===== src/rtl/regfile_wb_arbiter.sv =====
// Two-port writeback arbiter: round-robin between ALU (A) and load unit (B),
// one registered register-file write per cycle, plus a pending-write scoreboard.
module regfile_wb_arbiter #(
  parameter int unsigned DW = 8,
  parameter int unsigned AW = 3
) (
  input  logic                   clk,
  input  logic                   rst_n,
  input  logic                   a_valid,
  input  logic [AW-1:0]          a_addr,
  input  logic [DW-1:0]          a_data,
  output logic                   a_ready,
  input  logic                   b_valid,
  input  logic [AW-1:0]          b_addr,
  input  logic [DW-1:0]          b_data,
  output logic                   b_ready,
  input  logic                   claim_valid,
  input  logic [AW-1:0]          claim_addr,
  output logic                   reg_write_en,
  output logic [AW-1:0]          reg_write_addr,
  output logic [DW-1:0]          reg_write_data,
  output logic [(2**AW)-1:0]     pend_mask,
  output logic                   last_grant
);

  localparam int unsigned NR = 2**AW;

  logic          grant_a;
  logic          grant_b;
  logic          xfer;
  logic [AW-1:0] xfer_addr;
  logic [DW-1:0] xfer_data;

  logic          wr_en_q,   wr_en_d;
  logic [AW-1:0] wr_addr_q, wr_addr_d;
  logic [DW-1:0] wr_data_q, wr_data_d;
  logic [NR-1:0] pend_q,    pend_d;
  logic          last_q,    last_d;

  // Grant: a lone requester always wins; on a tie, the one not served last wins.
  always_comb begin
    grant_a = 1'b0;
    grant_b = 1'b0;
    if (rst_n) begin
      if (a_valid && (!b_valid || last_q)) begin
        grant_a = 1'b1;
      end else if (b_valid) begin
        grant_b = 1'b1;
      end
    end
  end

  assign xfer      = grant_a | grant_b;
  assign xfer_addr = grant_b ? b_addr : a_addr;
  assign xfer_data = grant_b ? b_data : a_data;

  // Next state; a claim is applied after the transfer clear so it wins on collision.
  always_comb begin
    wr_en_d   = xfer;
    wr_addr_d = wr_addr_q;
    wr_data_d = wr_data_q;
    pend_d    = pend_q;
    last_d    = last_q;
    if (xfer) begin
      wr_addr_d         = xfer_addr;
      wr_data_d         = xfer_data;
      pend_d[xfer_addr] = 1'b0;
      last_d            = grant_b;
    end
    if (claim_valid) begin
      pend_d[claim_addr] = 1'b1;
    end
  end

  always_ff @(posedge clk or negedge rst_n) begin
    if (!rst_n) begin
      wr_en_q   <= 1'b0;
      wr_addr_q <= '0;
      wr_data_q <= '0;
      pend_q    <= '0;
      last_q    <= 1'b1;
    end else begin
      wr_en_q   <= wr_en_d;
      wr_addr_q <= wr_addr_d;
      wr_data_q <= wr_data_d;
      pend_q    <= pend_d;
      last_q    <= last_d;
    end
  end

  assign a_ready        = grant_a;
  assign b_ready        = grant_b;
  assign reg_write_en   = wr_en_q;
  assign reg_write_addr = wr_addr_q;
  assign reg_write_data = wr_data_q;
  assign pend_mask      = pend_q;
  assign last_grant     = last_q;

endmodule

===== config.mk =====
export PLATFORM = sky130hd
export DESIGN_NAME = regfile_wb_arbiter
export DESIGN_NICKNAME = d
export VERILOG_FILES = /design/src/rtl/regfile_wb_arbiter.sv
export SDC_FILE = /design/constraint.sdc
export NUM_CORES = 1
export LEC_CHECK = 0
export ABC_AREA = 0
export ABC_CLOCK_PERIOD_IN_PS = 2700
export CORE_MARGIN = 5
export CORE_UTILIZATION = 43
export DETAILED_ROUTE_END_ITERATION = 10
export GPL_TIMING_DRIVEN = 0
export PLACE_DENSITY = 0.84
export SLEW_MARGIN = 40
export SYNTH_ARGS = -nofsm -noshare
export SYNTH_HDL_FRONTEND = slang
export SYNTH_SLANG_ARGS = --single-unit

===== constraint.sdc =====
create_clock -name clk -period 2.7 [get_ports clk]
set_input_delay 0.81 -clock clk [delete_from_list [all_inputs] [get_ports clk]]
set_output_delay 0.81 -clock clk [all_outputs]
set_load 0.02 [all_outputs]

==> impl_metrics.tcl, run 1 <==
set metrics [dict create \
    slew-limit-headroom 0.642 \
    path_class "in -> out" \
    cts_buffer_depth 2 \
    wl_per_cell_um 14.9 \
    area_growth_syn_to_layout_pct 51.7 \
    crit_family "buffers and inverters" \
    critPathMaxStageDelay_ns 0.33 \
    cts_buffers 3 \
    dp_hpwl_um 2270 \
    startpoint_type "input pin" \
    yosysMostFrequentCell "dfrtp_1" \
    cts_tree "yes" \
    ys_seq_area_frac 0.483 \
    powerDensity_nw_per_um2 565 \
    pre_cts_ws_ns -0.785 \
    p_leak_nw 0.744 \
    nNetsFinal 195 \
    worst_pin_slew_ns 0.532 \
    period_needed_ns 2.50 \
    rsz0062_at_grt "false" \
    cts_root_buffer "clkbuf_4" \
    synth_nets 139 \
    fp.dieH_um 60.3 \
    synth_top_area_frac 0.459 \
    clk_pin_slew_ns 0.12 \
    synth_seq_cells 21 \
    vias_per_cell 5.68 \
    rows 18 \
    syn_inst 109 \
    initial_core_util 0.444 \
    firstDrtPassIters 6 \
    num_io_pins 53 \
    fill_cells 198 \
    instances_no_fill 194 \
    synth_common_cells "20 x dfrtp_1, 12 x inv_1, 8 x a21oi_1, 8 x a222oi_1, 7 x a31oi_1" \
    portBuffers 50 \
    fin_crit_sh 0.924 \
    path_buf_inv 3 \
    timing.hold.ws_ns 0.423 \
    critPathArrivalTime_ns 1.69 \
    grt_pass1_vias 1148 \
    die_width_um 60.3 \
    cap_violations 0 \
    antenna_found_initial 0 \
    drtIter0Drc 73 \
    hold_violations 0 \
    ir_worst_vdd_v 0.000419 \
    slew_viol_final 0 \
    clock_latency_ns 0.30 \
    drt_wl_total_um 2900 \
    drc 0 \
    yosys.cell_types.count 28 \
    status "finished, final reports clean" \
    grt_start_max_net_pins 28 \
    cts.sinks 21 \
    core_um2 2450 \
    synth_area_um2 1090 \
    async_flop_share 1.00 \
    drive_gt1_frac 0.104 \
    synthTopCellsByArea "dfrtp_1 46%, a222oi_1 7.3%, inv_1 4.1%" \
    hp-class "in -> async" \
    grt_pass1_wl_um 4760 \
    ys_warn_count 0 \
    fmax_mhz 401 \
    gp_congestion 0.710 \
    cp.required_ns 1.89 \
    synth_top_area_cell "dfrtp_1" \
    finClkSkew_ns 0.00192 \
    antenna-diode-count 0 \
    overflow 0 \
    cp_max_fo 27 \
    fin_ws_ns 0.204 \
    placed_cells 189 \
    htreeDepth 1 \
    syn_avg_cell_area_um2 10.0 \
    num_vias 1102 \
    postRouteAntennaNets 0 \
    crit_chain "clkbuf_4, and3_1, buf_6, buf_2" \
    synth_ff_type "dfrtp_1" \
    cpMaxStageDelayCell "clkbuf_4" \
    die_area_um2 3640 \
    synth_edf_count 0 \
    setup-violations-final 0 \
    grtUsageTotal 0.173 \
    end_kind "output port" \
]
[worst register-to-register path: cells and delay by family, from the launching register on]
kind            cells  cell delay [ns]
buf+inv             1             0.19
compound gates      3             0.42
flops               1             0.59
simple gates        1             0.17
[logic make-up after synthesis]
family,synth area share
multiplexers,0.0276
flip-flops,0.483
buffers and inverters,0.0930
AND/OR/NAND/NOR,0.139
AO/OA/AOI/OAI,0.257
[what timing repair did]
action                                  CTS  global route
hold buffers                              0             0
buffers inserted                          3             0
endpoints found under the setup margin    2             1
gates cloned                              0             0
resized for setup                        11             2
pin swaps                                 1             0
[power by group]
part / internal, W / switching, W
sequential: 0.000373 / 0.0000342
combinational: 0.000192 / 0.000184
clock: 0.0000575 / 0.0000929
[worst paths after layout]
| check | to | slack (ns) | startpoint | cells past startpoint |
|---|---|---|---|---|
| setup reg to reg | pend_mask[1] | 1.22 | last_grant | 5 |
| min in group clk | reg_write_addr[1] | 0.50 | reg_write_addr[1] | 2 |
| hold reg to reg | reg_write_addr[1] | 0.50 | reg_write_addr[1] | 2 |
| max in group asynchronous | last_grant | 1.97 | rst_n | 1 |
| setup / recovery | a_ready | 0.20 | rst_n | 4 |
| hold / removal | pend_mask[3] | 0.42 | rst_n | 1 |
[registers in the layout (all words and copies together) (netlist names)]
register        flops
pend_mask           8
last_grant          1
reg_write_data      8
reg_write_addr      3
reg_write_en        1
[layer usage]
metal  routed length, um  GRT usage  vias up
met5                   0          0        -
met4                  21     0.0570        0
met3                 378     0.0681        2
met2                1370      0.310       56
met1                1120      0.185      524
li1                    -          -      520
[layout by cell type (no fill, tap or decap)]
| master | netlist | final |
|---|---|---|
| clkdlybuf4s50_1 | 0 | 45 |
| a222oi_1 | 8 | 8 |
| nand2_1 | 5 | 5 |
| dfrtp_1 | 20 | 20 |
| and3_1 | 5 | 5 |
| o31ai_2 | 1 | 1 |
| a21boi_4 | 0 | 1 |
| clkbuf_4 | 0 | 4 |
| buf_4 | 0 | 4 |
| nor2_1 | 3 | 3 |
| nand4_1 | 1 | 1 |
| mux2i_1 | 3 | 3 |
| o311a_1 | 1 | 1 |
| buf_2 | 3 | 4 |
| a31oi_1 | 7 | 7 |
| dlymetal6s2s_1 | 0 | 1 |
| a32o_1 | 2 | 2 |
| dlygate4sd2_1 | 0 | 1 |
| a22oi_1 | 1 | 1 |
| a21oi_1 | 8 | 8 |
| nand2b_1 | 3 | 3 |
| a21o_1 | 1 | 1 |
| dfstp_2 | 1 | 1 |
| a21boi_0 | 3 | 3 |
| nand4b_1 | 2 | 2 |
| and2_4 | 1 | 1 |
| inv_1 | 12 | 12 |
| nor2b_1 | 3 | 3 |
| o21ai_1 | 4 | 4 |
| o21ai_0 | 1 | 1 |
| clkbuf_1 | 2 | 3 |
| nand3_1 | 4 | 4 |
| buf_6 | 3 | 1 |
[area by class of cell]
class | count | area (um2) | share of cell area
Clock buffer | 4 | 26.3 | 0.0159
Sequential cell | 21 | 527 | 0.319
Tap cell | 30 | 37.5 | 0.0227
Multi-Input combinational cell | 68 | 469 | 0.284
Buffer | 6 | 33.8 | 0.0204
Inverter | 12 | 45.0 | 0.0273
Timing Repair Buffer | 53 | 514 | 0.311
[per-stage QoR]
stage	util	TNS (ns)	area (um2)	power [W]
finish	0.673	0	1650	0.000933
global route	0.673	0	1650	0.000989
CTS	0.671	0	1650	0.000942
detailed placement	0.661	-1.21	1620	0.000790
global placement	0.663	-10.01	1630	0.000779
floorplan	-	0	1090	0.000588
No activity file was read; power rests on OpenSTA's default activity.
==> inputs of run 2 (changes only) <==
--- a/config.mk
+++ b/config.mk
@@ -6,11 +6,11 @@
 export NUM_CORES = 1
 export LEC_CHECK = 0
 export ABC_AREA = 0
-export ABC_CLOCK_PERIOD_IN_PS = 2700
+export ABC_CLOCK_PERIOD_IN_PS = 3200
+export CAP_MARGIN = 10
 export CORE_MARGIN = 5
 export CORE_UTILIZATION = 43
 export DETAILED_ROUTE_END_ITERATION = 10
-export GPL_TIMING_DRIVEN = 0
 export PLACE_DENSITY = 0.84
 export SLEW_MARGIN = 40
 export SYNTH_ARGS = -nofsm -noshare
==> constraint.sdc (replaced) <==
create_clock -name clk -period 3.2 [get_ports clk]
set_input_delay 0.96 -clock clk [delete_from_list [all_inputs] [get_ports clk]]
set_output_delay 0.96 -clock clk [all_outputs]
set_load 0.02 [all_outputs]
==> run 2 against run 1 <==
Sequential power decreased by 15%; highest routed layer unchanged; utilization grew 0.61 points; critical path depth stayed put; critical endpoint is now b_ready.
==> impl_metrics.tcl, run 2 (same netlist as run 1, synthesis figures left out) <==
set metrics [dict create \
    status "finished, final reports clean" \
    cts_root_buffer "clkbuf_4" \
    cp_max_fo 3 \
    antenna-diode-count 0 \
    cts_buffers 3 \
    setup-violations-final 0 \
    timing.hold.ws_ns 0.519 \
    num_io_pins 53 \
    rows 18 \
    p_int_w 0.000527 \
    setup_tns_ns 0 \
    grtUsageTotal 0.178 \
    fin_crit_sh 0.972 \
    slew-limit-headroom 0.685 \
    final_util 0.679 \
    netSwitchingFraction 0.328 \
    cpMaxStageDelayCell "clkdlybuf4s50_1" \
    area_growth_syn_to_layout_pct 53.0 \
    ir_worst_vdd_v 0.000327 \
    htreeDepth 1 \
    num_vias 1085 \
    grt_pass1_wl_um 4950 \
    clock_latency_ns 0.29 \
    fmax_mhz 322 \
    gp_congestion 0.758 \
    finClkSkew_ns 0.00248 \
    startpoint_type "input pin" \
    portBuffers 52 \
    antenna_found_initial 0 \
    critPathArrivalTime_ns 2.15 \
    p_switching_w 0.000257 \
    cts_resized 2 \
    top_usage_layer "met2" \
    final_common_cell "clkdlybuf4s50_1" \
    path_buf_inv 2 \
    hp-class "reg -> reg" \
    worst_pin_slew_ns 0.471 \
    grt_start_max_net_pins 35 \
    firstDrtPassIters 5 \
    die_width_um 60.3 \
    drtIter0Drc 57 \
    nNetsFinal 195 \
    fin_ws_ns 0.0909 \
    slew_viol_final 0 \
    vias_per_cell 5.59 \
    hold_buffers 0 \
    end_kind "output port" \
    rsz0062_at_grt "false" \
    drive_gt1_frac 0.0854 \
    p_leak_nw 0.738 \
    fin_area_um2 1670 \
    cts.sinks 21 \
    dp_hpwl_um 2370 \
    critPathMaxStageDelay_ns 0.50 \
    pre_cts_ws_ns -0.186 \
    use_met1 0.220 \
    grt_pass1_vias 1098 \
    fp.dieH_um 60.3 \
    cts_buffer_depth 2 \
    crit_chain "clkdlybuf4s50_1, a21boi_2, and2_4, dlygate4sd2_1" \
    p_seq_frac 0.438 \
    die_area_um2 3640 \
    wl_per_cell_um 15.4 \
    clk_pin_slew_ns 0.11 \
    crit_family "buffers and inverters" \
    layout_common_cells "50 x clkdlybuf4s50_1, 20 x dfrtp_1, 12 x inv_1, 8 x a21oi_1, 8 x a222oi_1" \
    grt_use_met3 0.0681 \
    p_clk_frac 0.154 \
    postRouteAntennaNets 0 \
    core_um2 2450 \
    dpl_cell_area_um2 1640 \
    use_met2 0.293 \
    powerDensity_nw_per_um2 470 \
    overflow 0 \
    post_cts_buffers 0 \
    cts_tree "yes" \
    initial_core_util 0.444 \
    fill_cells 194 \
    drt_wl_total_um 2980 \
    path_class "in -> out" \
    cp.required_ns 2.24 \
    combPwrFrac 0.408 \
    drc 0 \
    period_needed_ns 3.11 \
    hold_violations 0 \
    cap_violations 0 \
]
[run 2: cell count changes in the layout (fill, tap and decap cells not counted), moves of 2 or more]
cell,previous run,this run
clkdlybuf4s50_1,45,50
clkbuf_1,3,1
buf_2,4,0
buf_4,4,7
[run 2: stage by stage]
| step | power [W] | cells |
|---|---|---|
| 5_1_grt | 0.000834 | 194 |
| 6_report | 0.000785 | 194 |
| 2_1_floorplan | 0.000496 | 109 |
| 3_5_place_dp | 0.000672 | 190 |
| 3_3_place_gp | 0.000662 | 190 |
| 4_1_cts | 0.000794 | 194 |
[run 2: worst paths after layout]
kind	depth (start not counted)	slack (ns)	to	startpoint
setup / recovery	4	0.09	b_ready	b_valid
hold / removal	2	0.52	reg_write_addr[2]	reg_write_addr[2]
setup reg to reg	5	1.70	reg_write_data[1]	last_grant
hold reg to reg	2	0.52	reg_write_addr[2]	reg_write_addr[2]
max in group asynchronous	2	1.74	last_grant	rst_n
min in group asynchronous	2	1.16	pend_mask[3]	rst_n
[run 2: cell type report]
class                   instances  area (um2)  share of cell area
flip-flops and latches         21         527               0.316
inverters                      12        45.0              0.0270
well taps                      30        37.5              0.0225
repair buffers                 59         571               0.342
clock buffers                   4        26.3              0.0158
multi-input cells              68         462               0.277
[run 2: power by group through the flow]
stage | Clock (W) | Combinational (W) | Sequential [W]
floorplan | 0 | 0.0000898 | 0.000406
global placement | 0 | 0.000316 | 0.000346
detailed placement | 0 | 0.000323 | 0.000349
CTS | 0.000127 | 0.000323 | 0.000345
global route | 0.000138 | 0.000345 | 0.000351
finish | 0.000121 | 0.000320 | 0.000344
[run 2: metal layers]
metal	vias up	wire length, um
met5	-	0
met1	508	1210
met4	0	14
met3	2	355
li1	515	-
met2	60	1400
[run 2: worst reg2reg max path: cells and delay by family (launching register included)]
| kind | cells | cell delay, ns |
|---|---|---|
| flip-flops | 1 | 0.41 |
| buffers and inverters | 2 | 0.24 |
| AO/OA/AOI/OAI | 1 | 0.36 |
| AND/OR/NAND/NOR | 2 | 0.37 |
==> inputs of run 3 (changes only) <==
--- a/config.mk
+++ b/config.mk
@@ -11,6 +11,7 @@
 export CORE_MARGIN = 5
 export CORE_UTILIZATION = 43
 export DETAILED_ROUTE_END_ITERATION = 10
+export MAX_ROUTING_LAYER = met4
 export PLACE_DENSITY = 0.84
 export SLEW_MARGIN = 40
 export SYNTH_ARGS = -nofsm -noshare
==> run 3 against run 2 <==
Global-route usage up 0.62 points; first-iteration DRC count decreased by 7.0%; critical path depth unchanged; final area unchanged; total power is essentially flat; non-clock buffer count unchanged; setup slack worse by 0.0049 ns; utilization did not move; flip-flop and latch count is the same; routed wire length decreased by 0.64%; highest routed layer unchanged.
==> impl_metrics.tcl, run 3 (same netlist as run 1, synthesis figures left out) <==
set metrics [dict create \
    status "finished, final reports clean" \
    pre_cts_ws_ns -0.186 \
    portBuffers 52 \
    dp_hpwl_um 2370 \
    startpoint_type "input pin" \
    cpMaxStageDelayCell "clkdlybuf4s50_1" \
    rows 18 \
    rr_startpoint "last_grant" \
    period_needed_ns 3.11 \
    firstDrtPassIters 6 \
    clock_latency_ns 0.29 \
    hp-class "reg -> reg" \
    cts_buffers 3 \
    gp_congestion 0.768 \
    antenna-diode-count 0 \
    final_common_cell "clkdlybuf4s50_1" \
    die_width_um 60.3 \
    crit_chain "clkdlybuf4s50_1, a21boi_2, and2_4, dlygate4sd2_1" \
    rsz0062_at_grt "false" \
    cap_violations 0 \
    cts.sinks 21 \
    num_vias 1098 \
    powerDensity_nw_per_um2 470 \
    cts_root_buffer "clkbuf_4" \
    end_kind "output port" \
    post_cts_buffers 0 \
    wl_per_cell_um 15.3 \
    nNetsFinal 195 \
    core_um2 2450 \
    drt_wl_total_um 2960 \
    die_area_um2 3640 \
    setup-violations-final 0 \
    fill_cells 194 \
    path_class "in -> out" \
    critPathLaunch "b_valid" \
    crit_end "b_ready" \
    fp.dieH_um 60.3 \
    ir_worst_vdd_v 0.000326 \
    htreeDepth 1 \
    cts_tree "yes" \
    area_growth_syn_to_layout_pct 53.0 \
    grt_pass1_vias 1101 \
    cp_max_fo 3 \
    worst_pin_slew_ns 0.472 \
    layout_common_cells "50 x clkdlybuf4s50_1, 20 x dfrtp_1, 12 x inv_1, 8 x a21oi_1, 8 x a222oi_1" \
    fin_ws_ns 0.0860 \
    critPathArrivalTime_ns 2.15 \
    drc 0 \
    rr_worst_depth 5 \
    fin_crit_sh 0.973 \
    fmax_mhz 321 \
    drive_gt1_frac 0.0854 \
    hold_buffers 0 \
    cts_resized 2 \
    overflow 0 \
    grt_pass1_wl_um 4950 \
    initial_core_util 0.444 \
    p_leak_nw 0.738 \
    num_io_pins 53 \
    cp.required_ns 2.24 \
    slew_viol_final 0 \
    fin_area_um2 1670 \
    r2r-end "reg_write_data[1]" \
    slew-limit-headroom 0.685 \
    hold_violations 0 \
    clk_pin_slew_ns 0.11 \
    antenna_found_initial 0 \
    grtUsageTotal 0.184 \
    regArea_um2 527 \
    timing.hold.ws_ns 0.517 \
    postRouteAntennaNets 0 \
    rrSetupSlack_ns 1.71 \
    setup_tns_ns 0 \
    finClkSkew_ns 0.00398 \
    grt_start_max_net_pins 35 \
    drtIter0Drc 53 \
    multi_input_area_um2 462 \
    dpl_cell_area_um2 1640 \
    cts_buffer_depth 2 \
    vias_per_cell 5.66 \
    critPathMaxStageDelay_ns 0.50 \
]
run 3: cell counts in the layout (fill, tap and decap cells not counted):
No cell type changed its count.
run 3: area by class of cell:
type,instances,share of cell area
repair buffers,59,0.342
flip-flops and latches,21,0.316
multi-input cells,68,0.277
inverters,12,0.0270
well taps,30,0.0225
clock buffers,4,0.0158
run 3: worst min-delay path by stage:
stage,from,to,slack [ns],depth (start not counted)
2_1_floorplan,last_grant,last_grant,0.56,1
3_3_place_gp,reg_write_addr[2],reg_write_addr[2],0.47,2
3_5_place_dp,reg_write_data[6],reg_write_data[6],0.50,2
4_1_cts,reg_write_addr[2],reg_write_addr[2],0.53,2
5_1_grt,reg_write_addr[2],reg_write_addr[2],0.54,2
6_report,reg_write_addr[2],reg_write_addr[2],0.52,2
run 3: through the flow:
| step | instances | total power (W) | utilization |
|---|---|---|---|
| 2_1_floorplan | 109 | 0.000496 | - |
| 3_3_place_gp | 190 | 0.000662 | 0.670 |
| 3_5_place_dp | 190 | 0.000672 | 0.670 |
| 4_1_cts | 194 | 0.000794 | 0.679 |
| 5_1_grt | 194 | 0.000836 | 0.679 |
| 6_report | 194 | 0.000784 | 0.679 |
run 3: power breakdown:
group	leakage, nW	internal [W]	switching [W]	total (W)
registers	0.247	0.000315	0.0000290	0.000344
clock network	0.0150	0.0000484	0.0000721	0.000120
logic	0.476	0.000164	0.000156	0.000320
run 3: routing by layer:
metal,track usage,share of wire,up-vias
met5,-,0,-
met4,0.0443,0.0047,0
met3,0.0511,0.10,2
met2,0.293,0.47,58
met1,0.232,0.42,523
li1,-,-,515
run 3: critical path: cells and delay by family:
kind / cells / cell delay (ns)
buf+inv: 2 / 0.83
compound gates: 1 / 0.21
simple gates: 1 / 0.16
